--- src/rtl/byte_serial_add_ctrl.sv ---
// Multi-byte adder that reuses one 8-bit full adder, LSB byte first, with a registered carry.
// Optional macro BSA_OVERFLOW_FLAG_EN adds a registered two's-complement overflow output (ovf).

module eight_bit_full_adder (
  output logic       Carry,
  output logic [7:0] Sum,
  input  logic [7:0] A,
  input  logic [7:0] B,
  input  logic       Cin
);
  assign {Carry, Sum} = {1'b0, A} + {1'b0, B} + {8'd0, Cin};
endmodule

module byte_serial_add_ctrl #(
  parameter int NBYTES = 4
) (
  input  logic                  clk,
  input  logic                  reset,
  input  logic                  start,
  input  logic [8*NBYTES-1:0]   a,
  input  logic [8*NBYTES-1:0]   b,
  input  logic                  cin,
  output logic                  busy,
  output logic                  done,
  output logic [8*NBYTES-1:0]   sum,
`ifdef BSA_OVERFLOW_FLAG_EN
  output logic                  ovf,
`endif
  output logic                  cout
);

  localparam int W    = 8 * NBYTES;
  localparam int IDXW = (NBYTES > 1) ? $clog2(NBYTES) : 1;

  typedef enum logic [1:0] {IDLE, RUN, DONE} state_t;

  state_t          state, state_nxt;
  logic [IDXW-1:0] idx;
  logic [W-1:0]    a_reg, b_reg, work_sum;
  logic            c_reg;
  logic [7:0]      add_a, add_b, add_s;
  logic            add_co;
  logic            last;

  assign add_a = a_reg[8*idx +: 8];
  assign add_b = b_reg[8*idx +: 8];
  assign last  = (idx == IDXW'(NBYTES - 1));
  assign busy  = (state == RUN);
  assign done  = (state == DONE);

  eight_bit_full_adder u_add (
    .Carry (add_co),
    .Sum   (add_s),
    .A     (add_a),
    .B     (add_b),
    .Cin   (c_reg)
  );

  always_comb begin
    state_nxt = state;
    case (state)
      IDLE:    if (start) state_nxt = RUN;
      RUN:     if (last)  state_nxt = DONE;
      DONE:    state_nxt = start ? RUN : IDLE;
      default: state_nxt = IDLE;
    endcase
  end

  always_ff @(posedge clk) begin
    if (reset) begin
      state    <= IDLE;
      idx      <= '0;
      a_reg    <= '0;
      b_reg    <= '0;
      c_reg    <= 1'b0;
      work_sum <= '0;
      sum      <= '0;
      cout     <= 1'b0;
`ifdef BSA_OVERFLOW_FLAG_EN
      ovf      <= 1'b0;
`endif
    end else begin
      state <= state_nxt;
      case (state)
        IDLE, DONE: begin
          if (start) begin
            a_reg <= a;
            b_reg <= b;
            c_reg <= cin;
            idx   <= '0;
          end
        end
        RUN: begin
          work_sum[8*idx +: 8] <= add_s;
          c_reg                <= add_co;
          idx                  <= last ? '0 : idx + IDXW'(1);
          // Publish only the completed word; the MSB byte comes straight from the adder.
          if (last) begin
            sum  <= {add_s, work_sum[W-9:0]};
            cout <= add_co;
`ifdef BSA_OVERFLOW_FLAG_EN
            ovf  <= (add_a[7] ^ add_b[7] ^ add_s[7]) ^ add_co;
`endif
          end
        end
        default: ;
      endcase
    end
  end

endmodule
--- config.mk ---
export PLATFORM = sky130hd
export DESIGN_NAME = byte_serial_add_ctrl
export DESIGN_NICKNAME = d
export VERILOG_FILES = /design/src/rtl/byte_serial_add_ctrl.sv
export SDC_FILE = /design/constraint.sdc
export NUM_CORES = 1
export LEC_CHECK = 0
export ABC_AREA = 1
export CELL_PAD_IN_SITES_DETAIL_PLACEMENT = 1
export CELL_PAD_IN_SITES_GLOBAL_PLACEMENT = 1
export CORE_AREA = 2 2 121 123
export DETAILED_ROUTE_END_ITERATION = 8
export DIE_AREA = 0 0 123 125
export PLACE_DENSITY = 0.9
export SLEW_MARGIN = 20
export SYNTH_ARGS = -nofsm -noshare
export SYNTH_HDL_FRONTEND = slang
export SYNTH_HIERARCHICAL = 1
export SYNTH_SLANG_ARGS = --single-unit
--- constraint.sdc ---
create_clock -name clk -period 7.5 [get_ports clk]
set_clock_uncertainty 0.05 [all_clocks]
set_input_delay 1.125 -clock clk [delete_from_list [all_inputs] [get_ports clk]]
set_output_delay 1.125 -clock clk [all_outputs]
set_load 0.01 [all_outputs]
Yosys cells after proc, flatten, opt, wreduce, memory -nomap -nowiden
Cells that the tools add are included.
{"block": "totals", "ff_bits": 134, "latch_bits": 0, "ramBits": 0, "romBits": 0, "word_cells": 39, "mem_count": 0}
{"block": "classes", "addsub": 4, "multipliers": 0, "div": 0, "order_cmp": 0, "eq_ne": 6, "shifts": 4, "n_mux": 10, "bitwise": 0, "reduce_logical": 7}
{"cell": "$shiftx A32 B6 Y8", "n": 2}
{"cell": "$neg A5 Y34", "n": 1}
{"cell": "$shift A8 B34 Y32 const A", "n": 1}
{"cell": "$shiftx A8 B34 Y32", "n": 1}
{"cell": "$bwmux W32", "n": 1}
{"cell": "$add A8 B8 Y9", "n": 1}
{"cell": "$add A9 B1 Y9", "n": 1}
{"cell": "$mux W2", "n": 4}
{"cell": "$reduce_and A2 Y1", "n": 4}
{"cell": "$pmux W2 S3", "n": 1}
{"cell": "$eq A2 B2 Y1 const B", "n": 2}
{"cell": "$ne A2 B2 Y1 const B", "n": 2}
{"cell": "$pmux W2 S2", "n": 1}
{"cell": "$add A2 B1 Y2 const B", "n": 1}
{"cell": "$eq A2 B1 Y1 const B", "n": 1}
{"cell": "$logic_not A2 Y1", "n": 1}
{"cell": "$mux W1", "n": 2}
{"cell": "$ne A2 B1 Y1 const B", "n": 1}
{"cell": "$pmux W1 S2", "n": 1}
{"cell": "$reduce_bool A2 Y1", "n": 1}
{"cell": "$reduce_or A2 Y1", "n": 1}

Logic depth before layout (Yosys ltp)
{"block": "depth", "ltp_word": 5, "mapped_depth": 18}

Cells and area by module
Netlist, hierarchy kept.
{"mod": "byte_serial_add_ctrl", "n_inst": 1, "cells_per_inst": 705, "area_each_um2": 5188.7, "seq_area_each_um2": 2522.4}
{"mod": "eight_bit_full_adder", "n_inst": 1, "cells_per_inst": 59, "area_each_um2": 351.6, "seq_area_each_um2": 0.0}

Worst setup path after synthesis
No wires, ideal clock.
{"block": "synth_path", "path_kind": "register to register", "startpoint": "register idx[0]", "endpoint": "register work_sum[22]", "setup_ps": 114, "arrival_ps": 2549, "required_time_ps": 7336, "setup_slack_ps": 4787, "stages_incl_launch_ff": 19, "path_buffers": 3, "period_less_slack_ps": 2713, "path_cell_list": "dfxtp_1 > buf_2 > inv_1 > buf_4 > buf_4 > nor2_1 > o22ai_1 > fa_1 > fa_1 > nand2_1 > nand2_1 > nand3b_1 > nand2_1 > nand2_1 > nand2_1 > inv_1 > nor2_1 > a21oi_1 > nor2_1"}
{"block": "synth_between", "elab_chain_cells": 5}
{"item": "from (decl)", "line": "38", "text": "logic [IDXW-1:0] idx;"}
{"item": "from (signal assigned)", "line": "96", "text": "idx <= last ? '0 : idx + IDXW'(1);"}
{"item": "$shiftx A32 B6 Y8", "line": "46", "text": "assign add_b = b_reg[8*idx +: 8];"}
{"item": "via add_b[0]", "line": "41", "text": "logic [7:0] add_a, add_b, add_s;"}
{"item": "$add A8 B8 Y9", "line": "11", "text": "assign {Carry, Sum} = {1'b0, A} + {1'b0, B} + {8'd0, Cin};"}
{"item": "$add A9 B1 Y9", "line": "11"}
{"item": "via add_s[6]", "line": "41"}
{"item": "$shiftx A8 B34 Y32", "line": "94", "text": "work_sum[8*idx +: 8] <= add_s;"}
{"item": "$bwmux W32", "line": "94"}
{"item": "to (signal, indexed assignment)", "line": "94"}
{"item": "to (decl)", "line": "39", "text": "logic [W-1:0] a_reg, b_reg, work_sum;"}
The timed path passes the listed nets, and every way through them passes these cells.
A chain may end at the register's enable or synchronous reset.

Final worst setup path
Same ends and word-level chain as after synthesis.

==> metrics.md <==
| Metric | Value |
|---|---|
| Status | `finished clean` |
| Seq/Total Area, Yosys | `45.5%` |
| DR vias/cell | `4.94` |
| IR drop worst, VDD | `167 uV` |
| Detailed Route WL | `14900 um` |
| FMAX | `306 MHz` |
| Antenna Nets Post-Route | `0` |
| Worst skew pair latency | `roughly 0.42 ns` |
| CTS resizes | `0` |
| Die H | `125 um` |
| Die ar. | `between 15000 and 20000 sq um` |
| Final Hold Violating Endpoints | `0` |
| H-Tree Depth | `4` |
| Min Hold Slack | `between 0.4 and 0.5 ns` |
| Commonest non-fill, non-tap cell in the layout | `nor2_1` |
| Setup TNS | `0 ns` |
| Crit share post-route | `43.6%` |
| Leakage | `3.11 nW` |
| Worst R2R Path Depth | `16` |
| CTS sink count | `~130` |
| CP Data Arrival Time | `3.54 ns` |
| Post-synthesis xor/xnor area fraction | `less than 1%` |
| Worst-Margin Slew | `1.05 ns` |
| Critical path class | `flip-flop to flip-flop` |
| Minimum clock period | `3.27 ns` |
| Main combinational cell family by area after synthesis | `simple AND/OR/NAND/NOR gates` |
| DRT Pass-1 Iters | `4` |
| Hold crit path type | `flip-flop to flip-flop` |
| Cell area after synthesis | `5540 sq um` |
| Crit path capture type | `flip-flop` |
| Async set or reset register ratio after synthesis | `0%` |
| Slew HR | `30.0%` |
| Register bit total from synthesis | `126` |
| Cts hold-fix bufs | `0` |
| Worst-path maximum fanout | `21` |
| Unrepaired setup endpoints after global routing | `false` |
| CP most frequent cell | `nand2_1` |
| CP max stage delay | `~0.45 ns` |
| Cells on Worst Hold Path | `2` |
| Net Count, Synth | `between 800 and 900` |
| First-pass GRT wire length | `about 25000 um` |
| Mux contribution to synthesized area | `0%` |
| Total number of vias | `5137` |
| Initial antenna violation count | `0` |
| # port buffers | `102` |
| Final Power | `1.83 mW` |
| Avg Inst Size Synth | `7.25 sq um` |
| Slowest stage cell, crit path | `fa_1` |
| Post-synthesis cell count | `764` |
| Clk buf depth | `2` |
| Final Max Tran Viols | `0` |
| Ys flop type | `dfxtp_1` |
| Simple-gate share of the synthesized area | `approximately 27%` |
| DR WL/cell | `14.3 um` |
| EDFF count, synth | `0` |
| CTS Buf Count | `17` |
| CTS tree | `built` |
| Cell-by-cell trace of the critical path | `inv_1 -> buf_4 -> o21ai_0 -> o22ai_1 -> fa_1 -> fa_1 -> nand2_1 -> nand2_1 -> nand3b_1 -> nand2_1 -> nand2_1 -> nand2_1 -> inv_1 -> nor2_1 -> a21oi_1 -> nor2_1` |
| Postcts setup bufs | `0` |
| GPL Wtd Cong | `0.857` |
| Nets | `926` |
| Most frequent cells in the layout | `nor2_1 (244), o21ai_0 (129), dfxtp_1 (126)` |
| Clock Root Buffer | `clkbuf_16` |
| IO Count | `between 100 and 150` |
| ANT cells | `0` |
| Startpoint types | `flip-flop` |
| Top cells by area, synth | `dfxtp_1 (46%), nor2_1 (17%), o21ai_0 (12%)` |
| Synth Area in Compound Gates | `16.1%` |
| Reg clk slew, reported paths | `0.05 ns` |
| Synth Area in Adders | `between 3 and 4%` |
| Total core area | `14200 sq um` |
| Synth Warn # | `6` |
| Layout cells sized above 1 | `7.37%` |
| Pwr Density | `256 nW/um^2` |
| Max-Cap Viols | `0` |
| Area delta synth->final | `28.7%` |
| Die width | `~120 um` |
| Worst Path Required | `7.77 ns` |
| Yosys top cell area share | `45.5%` |
| Vias in the first global route | `5208` |
| Post-Layout Cell Count | `1039` |
| Initial detailed-routing violation count | `286` |
| Cell variety after synth | `31` |
| Finish-stage setup viols | `0` |
| DP HPWL | `10100 um` |
| Pin count of the biggest net entering global routing | `around 120` |
| GRT Util Overall | `20.5%` |
| Inst Count DP | `1009` |
| Row cnt | `44` |
| GR Overflow Total | `0` |
| Post-synth top area cell | `dfxtp_1` |
| Initial Util | `39.0%` |
| DRC errors left | `0` |
[routing by layer]
metal  track usage [%]  routed length [um]  up-vias
met1              25.5                6750     2382
met4              7.62                 314        0
met3              5.57                 596       31
met5                 0                   0        -
met2              33.9                7240      111
li1                  -                   -     2613
[Yosys cell counts, types with 2 or more instances]
cell      instances
buf_4             6
inv_2             2
nand3_1          11
nand2_4           3
nor3_1            3
nor2_4            2
dfxtp_1         126
inv_1            39
nand2_1          72
xor2_1            2
buf_2            10
nand3_2           2
ha_1             12
buf_6             7
fa_1              2
o22ai_1          16
or2_2             5
nor2_2           13
a21oi_1          25
o21ai_1           4
buf_1             2
nor2_1          244
clkbuf_1         20
o21ai_0         129
[power by group]
part	switching (mW)	internal, mW
logic	0.189	0.119
registers	0.0202	0.708
clock network	0.284	0.508
total	0.493	1.34
[worst max-delay path: cells and delay by family (launching register included)]
| family | cells | cell delay (ns) |
|---|---|---|
| simple gates | 8 | 0.67 |
| buf+inv | 3 | 0.71 |
| compound gates | 3 | 0.53 |
| flops | 1 | 0.33 |
| fa+ha+maj | 2 | 0.88 |
[area by class of cell]
type,count,area [sq um]
fill,1806,7070
tap,184,230
sequential,126,2520
multi-input combinational,550,2590
clock inverter,7,87.6
inverter,43,169
timing repair buffer,106,1050
clock buffer,23,478
[final timing paths]
| path | from | to | slack (ns) |
|---|---|---|---|
| max | idx[0] | work_sum[22] | 4.23 |
| min | work_sum[4] | sum[4] | 0.42 |
| max reg2reg | idx[0] | work_sum[22] | 4.23 |
| min reg2reg | work_sum[4] | sum[4] | 0.42 |
[cell families after synthesis]
group / Yosys count
AND/OR/NAND/NOR: 359
AO/OA/AOI/OAI: 174
flip-flops: 126
buffers and inverters: 88
adder cells (fa/ha/maj): 14
XOR/XNOR: 3
[per-stage QoR]
step | setup slack [ns] | utilization (%) | instance area [sq um]
2_1_floorplan | 4.79 | - | 5540
4_1_cts | 4.25 | 50.2 | 7130
3_3_place_gp | 4.30 | 46.2 | 6570
3_5_place_dp | 4.25 | 46.2 | 6570
5_1_grt | 3.97 | 50.2 | 7130
6_report | 4.23 | 50.2 | 7130
Power figures use the tool's default switching activity.
